[src/rtl/mem_arbiter_pkg.sv]
// Shared types and constants for the two-port memory arbiter:
// FSM states, port ownership and the default ROM/RAM split point.
package mem_arbiter_pkg;

    typedef enum logic [1:0] {
        IDLE   = 2'd0,
        ACCESS = 2'd1,
        RESP   = 2'd2
    } state_t;

    typedef enum logic {
        CPU = 1'b0,
        LDR = 1'b1
    } owner_t;

    localparam logic [10:0] ROM_TOP_DEFAULT = 11'h7F;

endpackage

[src/rtl/mem_region_decode.sv]
// Address-to-region decode: addresses above ROM_TOP are RAM, and only
// RAM is writable.
module mem_region_decode
    import mem_arbiter_pkg::*;
#(
    parameter int                ADDR_W  = 11,
    parameter logic [ADDR_W-1:0] ROM_TOP = ADDR_W'(ROM_TOP_DEFAULT)
) (
    input  logic [ADDR_W-1:0] addr,
    input  logic              we,
    output logic              region,
    output logic              ram_we
);

    assign region = (addr > ROM_TOP);
    assign ram_we = we & region;

endmodule

[src/rtl/mem_arbiter.sv]
// Round-robin arbiter sharing one ROM/RAM pair between a CPU port and a
// message-loader port; each access is a fixed IDLE -> ACCESS -> RESP sequence.
module mem_arbiter
    import mem_arbiter_pkg::*;
#(
    parameter int                ADDR_W  = 11,
    parameter int                DATA_W  = 32,
    parameter logic [ADDR_W-1:0] ROM_TOP = ADDR_W'(ROM_TOP_DEFAULT)
) (
    input  logic              clk,
    input  logic              rst,
    input  logic              cpu_req,
    input  logic              cpu_we,
    input  logic [ADDR_W-1:0] cpu_addr,
    input  logic [DATA_W-1:0] cpu_wdata,
    output logic              cpu_ack,
    output logic [DATA_W-1:0] cpu_rdata,
    input  logic              ldr_req,
    input  logic              ldr_we,
    input  logic [ADDR_W-1:0] ldr_addr,
    input  logic [DATA_W-1:0] ldr_wdata,
    output logic              ldr_ack,
    output logic [DATA_W-1:0] ldr_rdata,
    output logic [ADDR_W-1:0] mem_addr,
    output logic [DATA_W-1:0] mem_wdata,
    output logic              WRA,
    output logic              S,
    input  logic [DATA_W-1:0] rom_rdata,
    input  logic [DATA_W-1:0] ram_rdata,
    output logic              rom_wr_err
);

    state_t            state_reg, state_next;
    owner_t            owner_reg, last_grant_reg, winner;
    logic              grant;
    logic [ADDR_W-1:0] addr_reg;
    logic              we_reg;
    logic [DATA_W-1:0] wdata_reg;
    logic [DATA_W-1:0] cpu_rdata_reg, ldr_rdata_reg;
    logic              rom_wr_err_reg;
    logic              region, region_we;
    logic [DATA_W-1:0] resp_data;

    // Decoding the latched address keeps S stable between accesses.
    mem_region_decode #(
        .ADDR_W  (ADDR_W),
        .ROM_TOP (ROM_TOP)
    ) u_decode (
        .addr   (addr_reg),
        .we     (we_reg),
        .region (region),
        .ram_we (region_we)
    );

    always_comb begin
        grant  = cpu_req | ldr_req;
        winner = CPU;
        if (cpu_req && ldr_req) begin
            winner = (last_grant_reg == CPU) ? LDR : CPU;
        end else if (ldr_req) begin
            winner = LDR;
        end
    end

    always_comb begin
        state_next = state_reg;
        case (state_reg)
            IDLE:    if (grant) state_next = ACCESS;
            ACCESS:  state_next = RESP;
            RESP:    state_next = IDLE;
            default: state_next = IDLE;
        endcase
    end

    always_ff @(posedge clk or posedge rst) begin
        if (rst) begin
            state_reg <= IDLE;
        end else begin
            state_reg <= state_next;
        end
    end

    always_ff @(posedge clk or posedge rst) begin
        if (rst) begin
            addr_reg       <= '0;
            we_reg         <= 1'b0;
            wdata_reg      <= '0;
            owner_reg      <= CPU;
            last_grant_reg <= LDR;
        end else if (state_reg == IDLE && grant) begin
            addr_reg       <= (winner == LDR) ? ldr_addr  : cpu_addr;
            we_reg         <= (winner == LDR) ? ldr_we    : cpu_we;
            wdata_reg      <= (winner == LDR) ? ldr_wdata : cpu_wdata;
            owner_reg      <= winner;
            last_grant_reg <= winner;
        end
    end

    assign resp_data = region ? ram_rdata : rom_rdata;

    always_ff @(posedge clk or posedge rst) begin
        if (rst) begin
            cpu_rdata_reg <= '0;
            ldr_rdata_reg <= '0;
        end else if (state_reg == RESP) begin
            if (owner_reg == CPU) begin
                cpu_rdata_reg <= resp_data;
            end else begin
                ldr_rdata_reg <= resp_data;
            end
        end
    end

    always_ff @(posedge clk or posedge rst) begin
        if (rst) begin
            rom_wr_err_reg <= 1'b0;
        end else if (state_reg == ACCESS && we_reg && !region) begin
            rom_wr_err_reg <= 1'b1;
        end
    end

    assign mem_addr   = addr_reg;
    assign mem_wdata  = wdata_reg;
    assign S          = region;
    assign WRA        = (state_reg == ACCESS) & region_we;
    assign rom_wr_err = rom_wr_err_reg;

    assign cpu_ack = (state_reg == RESP) && (owner_reg == CPU);
    assign ldr_ack = (state_reg == RESP) && (owner_reg == LDR);

    // Memory data only arrives in RESP, so the ack cycle bypasses the holding
    // register; afterwards the register keeps the value until the next RESP.
    assign cpu_rdata = cpu_ack ? resp_data : cpu_rdata_reg;
    assign ldr_rdata = ldr_ack ? resp_data : ldr_rdata_reg;

endmodule
[config.mk]
export PLATFORM = sky130hd
export DESIGN_NAME = mem_arbiter
export DESIGN_NICKNAME = d
export VERILOG_FILES = /design/src/rtl/mem_arbiter_pkg.sv /design/src/rtl/mem_region_decode.sv /design/src/rtl/mem_arbiter.sv
export SDC_FILE = /design/constraint.sdc
export NUM_CORES = 1
export LEC_CHECK = 0
export BUFFER_PORTS_ARGS = -buffer_cell sky130_fd_sc_hd__buf_2
export CORE_UTILIZATION = 35
export DETAILED_ROUTE_END_ITERATION = 16
export GPL_TIMING_DRIVEN = 0
export HOLD_SLACK_MARGIN = 0.12
export PLACE_DENSITY_LB_ADDON = 0.3
export SLEW_MARGIN = 30
export SYNTH_ARGS = -nofsm -noshare
export SYNTH_HDL_FRONTEND = slang
export SYNTH_HIERARCHICAL = 1
export SYNTH_SLANG_ARGS = --single-unit
[constraint.sdc]
create_clock -name clk -period 3.39 [get_ports clk]
set_input_delay 0.5085 -clock clk [delete_from_list [all_inputs] [get_ports clk]]
set_output_delay 0.5085 -clock clk [all_outputs]
set_load 0.1 [all_outputs]
==> impl_metrics.ini, run 1 <==
[yosys]
synth.net_count = 632
synthXorXnorAreaFrac = 0
syn_area_um2 = 5660
synth_top_family_by_area = multiplexers
ys_warn_count = 6
synth_compound_area_frac = 0.123
syn_inst = 476
synth_fa_ha_area_frac = 0
ys_seq_area_frac = 0.500
yosys_register_bits = 113
yosys.area_share.simple = 0.0502
synth.distinct_cells = 27
synth.mux.area_fraction = 0.284
avgSynthCellArea_um2 = 11.9

[sta]
slew_headroom = 0.524
period_needed_ns = 3.09
worst_clock_skew_ns = 0.00852
min_period_over_period = 0.910
setup_violations = 0
tightest_slew_ns = 0.713
hold_viol = 0
fin_tns_setup_ns = 0
fin_hold_ws_ns = 0.137
timing.fmax_mhz = 324
final_max_slew_viol_count = 0
grt_setup_unrepaired = false

[critical_path]
arrival_ns = 2.58
ff2ff_path_depth = 4
r2r_slack_ns = 1.30
cp-end-kind = output port
critPathMaxFanout = 10
critPathKind = reg2out
crit_required_ns = 2.88
cpMostUsedCell = buf_4
crit_path_start_kind = register
max_stage_delay_ns = 0.67
cp_slowest_cell = or4_4
crit_chain = or4_4 -> buf_4 -> mux2i_4 -> o21ai_4 -> buf_4

[floorplanning]
start_util = 0.357
chipHeight_um = 129
num_rows = 46
dieArea_um2 = 16700
core-area_um2 = 15800
fp.dieW_um = 129
ioPinCount = 268

[placement]
gp_congestion = 0.743
portBuffers = 267
hpwl_mm = 12.4

[global_route]
grt_pass1_vias = 4990
grt_max_degree = 30
antenna_found_initial = 0
grt_util_all_layers = 0.198
grt_overflow = 0
grt_pass1_wl_mm = 25.3

[clock_tree]
root_buffer = clkbuf_16
cts_buffer_depth = 2
ctsHtreeMaxLevel = 4
clkSinkCount = 113
cts_setup_buffers = 0
clkLatencyLatePin_ns = 0.41
numCtsBuffers = 17
path_clk_slew_ns = 0.06
cts_tree = done
cts_hold_buffers = 0

[worst_hold_path]
hp-class = in2async

[layout]
drive_above_1_share = 0.659
nets = 921
final_cell_mix = buf_2 (216), dfrtp_1 (110), mux2_4 (78)
layout_commonest_cell = buf_2
final_core_util = 0.581
antenna_cells = 0
syn_to_final_growth_pct = 62.6

[routing]
wl_mm = 16.7
vias_per_cell = 4.84
postRouteAntennaNets = 0
firstDrtPassIters = 4
routedWlPerCell_um = 16.8
vias = 4811
remaining_drc_errors = 0
drt_iter0_markers = 113

[status]
status = complete, no violations

[flow_run]
cap_violations = 0
-- critical path, delay by kind of cell, from the launching register on --
| family | cells | cell delay, ns |
|---|---|---|
| buf+inv | 2 | 0.61 |
| mux | 1 | 0.27 |
| compound gates | 1 | 0.16 |
| simple gates | 1 | 0.67 |
| flops | 1 | 0.43 |
-- synth_stat cells --
master,count,area (um^2)
o41a_1,1,11.3
dfstp_2,1,26.3
nand2_1,32,120
nor2b_1,1,6.26
mux2_2,10,113
buf_6,1,11.3
clkbuf_1,14,52.6
nand3b_1,1,7.51
o32ai_1,1,8.76
inv_1,4,15.0
dfrtp_1,112,2800
o21a_1,1,7.51
a31o_2,1,8.76
a21bo_1,1,10.0
a31oi_1,1,6.26
o21ai_0,64,320
buf_2,10,50.1
mux2i_1,32,320
and2_1,1,6.26
a21oi_1,65,325
or4_1,1,7.51
mux2_4,78,1170
buf_1,1,3.75
buf_4,4,30.0
nor2_1,33,124
nor3b_2,1,12.5
buf_12,4,80.1
-- path summary, 6_finish.rpt --
check                              from           endpoint
min in group clk                cpu_req     last_grant_reg
max in group asynchronous           rst  ldr_rdata_reg[12]
max                        mem_addr[10]      ldr_rdata[23]
min reg2reg                  rom_wr_err         rom_wr_err
min                                 rst      mem_wdata[10]
max reg2reg                mem_addr[10]  ldr_rdata_reg[11]
-- kinds of logic after synthesis --
logic type	Yosys count
compound gates	135
mux	120
buf+inv	38
simple gates	70
flops	113
-- metal layers --
layer  global-route usage  routed length [um]  up-vias  share of wire
li1                     -                   -     2277              -
met5                    0                   0        -              0
met2                0.350                8630      193           0.52
met1                0.236                6880     2326           0.41
met3               0.0508                1040       15          0.062
met4               0.0609                 178        0          0.011
-- through the flow --
| step | setup WS [ns] | area, um^2 | instances |
|---|---|---|---|
| after global placement | 0.185 | 7970 | 959 |
| after CTS | -0.107 | 8960 | 995 |
| final | 0.304 | 9200 | 994 |
| after floorplan | 0.0103 | 6370 | 476 |
| after global routing | 0.218 | 9200 | 994 |
| after detailed placement | 0.179 | 8070 | 963 |
-- what timing repair did --
action	CTS	global route
endpoints found under the setup margin	58	57
endpoints found under the hold margin	0	0
resized for setup	88	35
cloned	0	0
-- area by class of cell --
cell class / instances / area [um^2]
fill: 1274 / 6630
multi-input combinational: 325 / 3630
sequential: 113 / 2830
timing repair buffer: 271 / 1580
clock buffer: 22 / 474
tap: 216 / 270
buffer: 33 / 238
clock inverter: 10 / 156
inverter: 4 / 18.8
Power of run 1 is left out: the tool's default activity adds up to more than one toggle a clock period on the data nets, which glitch-free logic cannot reach.
==> run 2, diff against run 1 <==
--- a/config.mk
+++ b/config.mk
@@ -7,6 +7,7 @@
 export LEC_CHECK = 0
 export BUFFER_PORTS_ARGS = -buffer_cell sky130_fd_sc_hd__buf_2
 export CORE_UTILIZATION = 35
+export CTS_BUF_LIST = sky130_fd_sc_hd__clkbuf_4
 export DETAILED_ROUTE_END_ITERATION = 16
 export GPL_TIMING_DRIVEN = 0
 export HOLD_SLACK_MARGIN = 0.12
==> run 2 against run 1 <==
Effect of this change:
- fmax fell by 3.8%
- via count decreased by 0.67%
- first-iteration DRC count rose by 18%
- register-to-register slack about the same
- sequential cell count unchanged
- global-route usage is the same
- core utilization decreased by 2.4 points
- final cell count rose by 0.20%
==> impl_metrics.ini, run 2 (synthesis results as in run 1) <==
[layout]
final_cells = 996
multiInputGateArea_um2 = 3560
final_cell_mix = buf_2 (216), dfrtp_1 (110), mux2_4 (78)
syn_to_final_growth_pct = 55.9
fillers = 1322
drive_above_1_share = 0.657
nets = 922
final_core_util = 0.557
register_area_um2 = 2830
layout_commonest_cell = buf_2

[sta]
timing.fmax_mhz = 312
min_period_over_period = 0.946
tightest_slew_ns = 0.719
worst_clock_skew_ns = 0.0135
final_max_slew_viol_count = 0
slew_headroom = 0.521
grt_setup_unrepaired = false
setup_violations = 0
fin_tns_setup_ns = 0
hold_viol = 0
period_needed_ns = 3.21

[status]
status = complete, no violations

[worst_hold_path]
hold_depth = 2
holdPathEnd = last_grant_reg
hp-start = cpu_req
hp-class = in2reg

[critical_path]
r2r_slack_ns = 1.29
critPathKind = reg2out
cp_slowest_cell = or4_4
arrival_ns = 2.70
crit_chain = or4_4 -> buf_4 -> mux2i_2 -> a21oi_4 -> buf_4
worstReg2RegStart = mem_addr[10]
cpMostUsedCell = buf_4
cp_top_family = simple AND/OR/NAND/NOR gates
ff2ff_path_depth = 4
cp-end-kind = output port
rr_endpoint = ldr_rdata_reg[21]
crit_path_start_kind = register
crit_required_ns = 2.88
worst-path-buf-inv = 2
critPathMaxFanout = 10
max_stage_delay_ns = 0.66

[floorplanning]
dieArea_um2 = 16700
ioPinCount = 268
chipHeight_um = 129
num_rows = 46
core-area_um2 = 15800
start_util = 0.357
fp.dieW_um = 129

[global_route]
grt_util_all_layers = 0.198
grt_pass1_wl_mm = 25.2
grt_pass1_vias = 5012
grt_max_degree = 30
grt_overflow = 0
antenna_found_initial = 1

[routing]
remaining_drc_errors = 0
wl_mm = 16.4
firstDrtPassIters = 4
vias = 4779
postRouteAntennaNets = 0
drt_iter0_markers = 133
vias_per_cell = 4.80
routedWlPerCell_um = 16.4

[placement]
portBuffers = 267
hpwl_mm = 12.4
gp_congestion = 0.743
dp.cells = 963

[clock_tree]
root_buffer = clkbuf_4
clkLatencyLatePin_ns = 0.53
numCtsBuffers = 17
path_clk_slew_ns = 0.10
cts_buffer_depth = 2
cts_tree = done
ctsHtreeMaxLevel = 4
clkSinkCount = 113
cts_setup_buffers = 0

[flow_run]
cap_violations = 0
-- run 2: how the worst max path moves through the flow --
stage	start	to	cells past startpoint	slack, ns
2_1_floorplan	mem_addr[8]	cpu_rdata[10]	5	0.01
3_3_place_gp	mem_addr[10]	cpu_rdata[0]	6	0.19
3_5_place_dp	mem_addr[10]	cpu_rdata[0]	6	0.18
4_1_cts	mem_addr[10]	cpu_rdata[0]	5	0.12
5_1_grt	state_reg[0]	ldr_rdata[6]	6	0.04
6_report	mem_addr[10]	cpu_rdata[20]	5	0.18
-- run 2: final cells by class --
class | count | area share
multi-input cells | 325 | 0.404
clock inverters | 13 | 0.0190
inverters | 4 | 0.00213
repair buffers | 272 | 0.180
diodes | 1 | 0.000284
plain buffers | 33 | 0.0270
well taps | 216 | 0.0306
clock buffers | 19 | 0.0162
flip-flops and latches | 113 | 0.321
-- run 2: repair_timing --
item                                    4_1_cts  5_1_grt
hold buffers                                  1        0
endpoints found under the setup margin       58        0
resized for setup                           110        0
endpoints found under the hold margin        20        0
-- run 2: per-layer routing --
metal	global-route usage	vias to the layer above	share of wire
met5	0	-	0
met4	0.0581	0	0.012
met3	0.0566	14	0.069
met2	0.349	202	0.51
met1	0.234	2287	0.41
li1	-	2276	-
-- run 2: worst register-to-register path, cell delays in order (launching register included) --
cell and delay, ns:
dfrtp_2 0.45, or4_4 0.66, buf_4 0.30, mux2i_2 0.43, o21ai_0 0.14
-- run 2: per-stage QoR --
step	hold slack (ns)	setup slack, ns	cell area, um^2
6_report	0.180	0.183	8820
3_5_place_dp	0.452	0.179	8070
2_1_floorplan	0.460	0.0103	6370
5_1_grt	0.137	0.0355	8820
3_3_place_gp	0.449	0.185	7970
4_1_cts	0.129	0.123	8820
Power of run 2 is left out for the same reason.
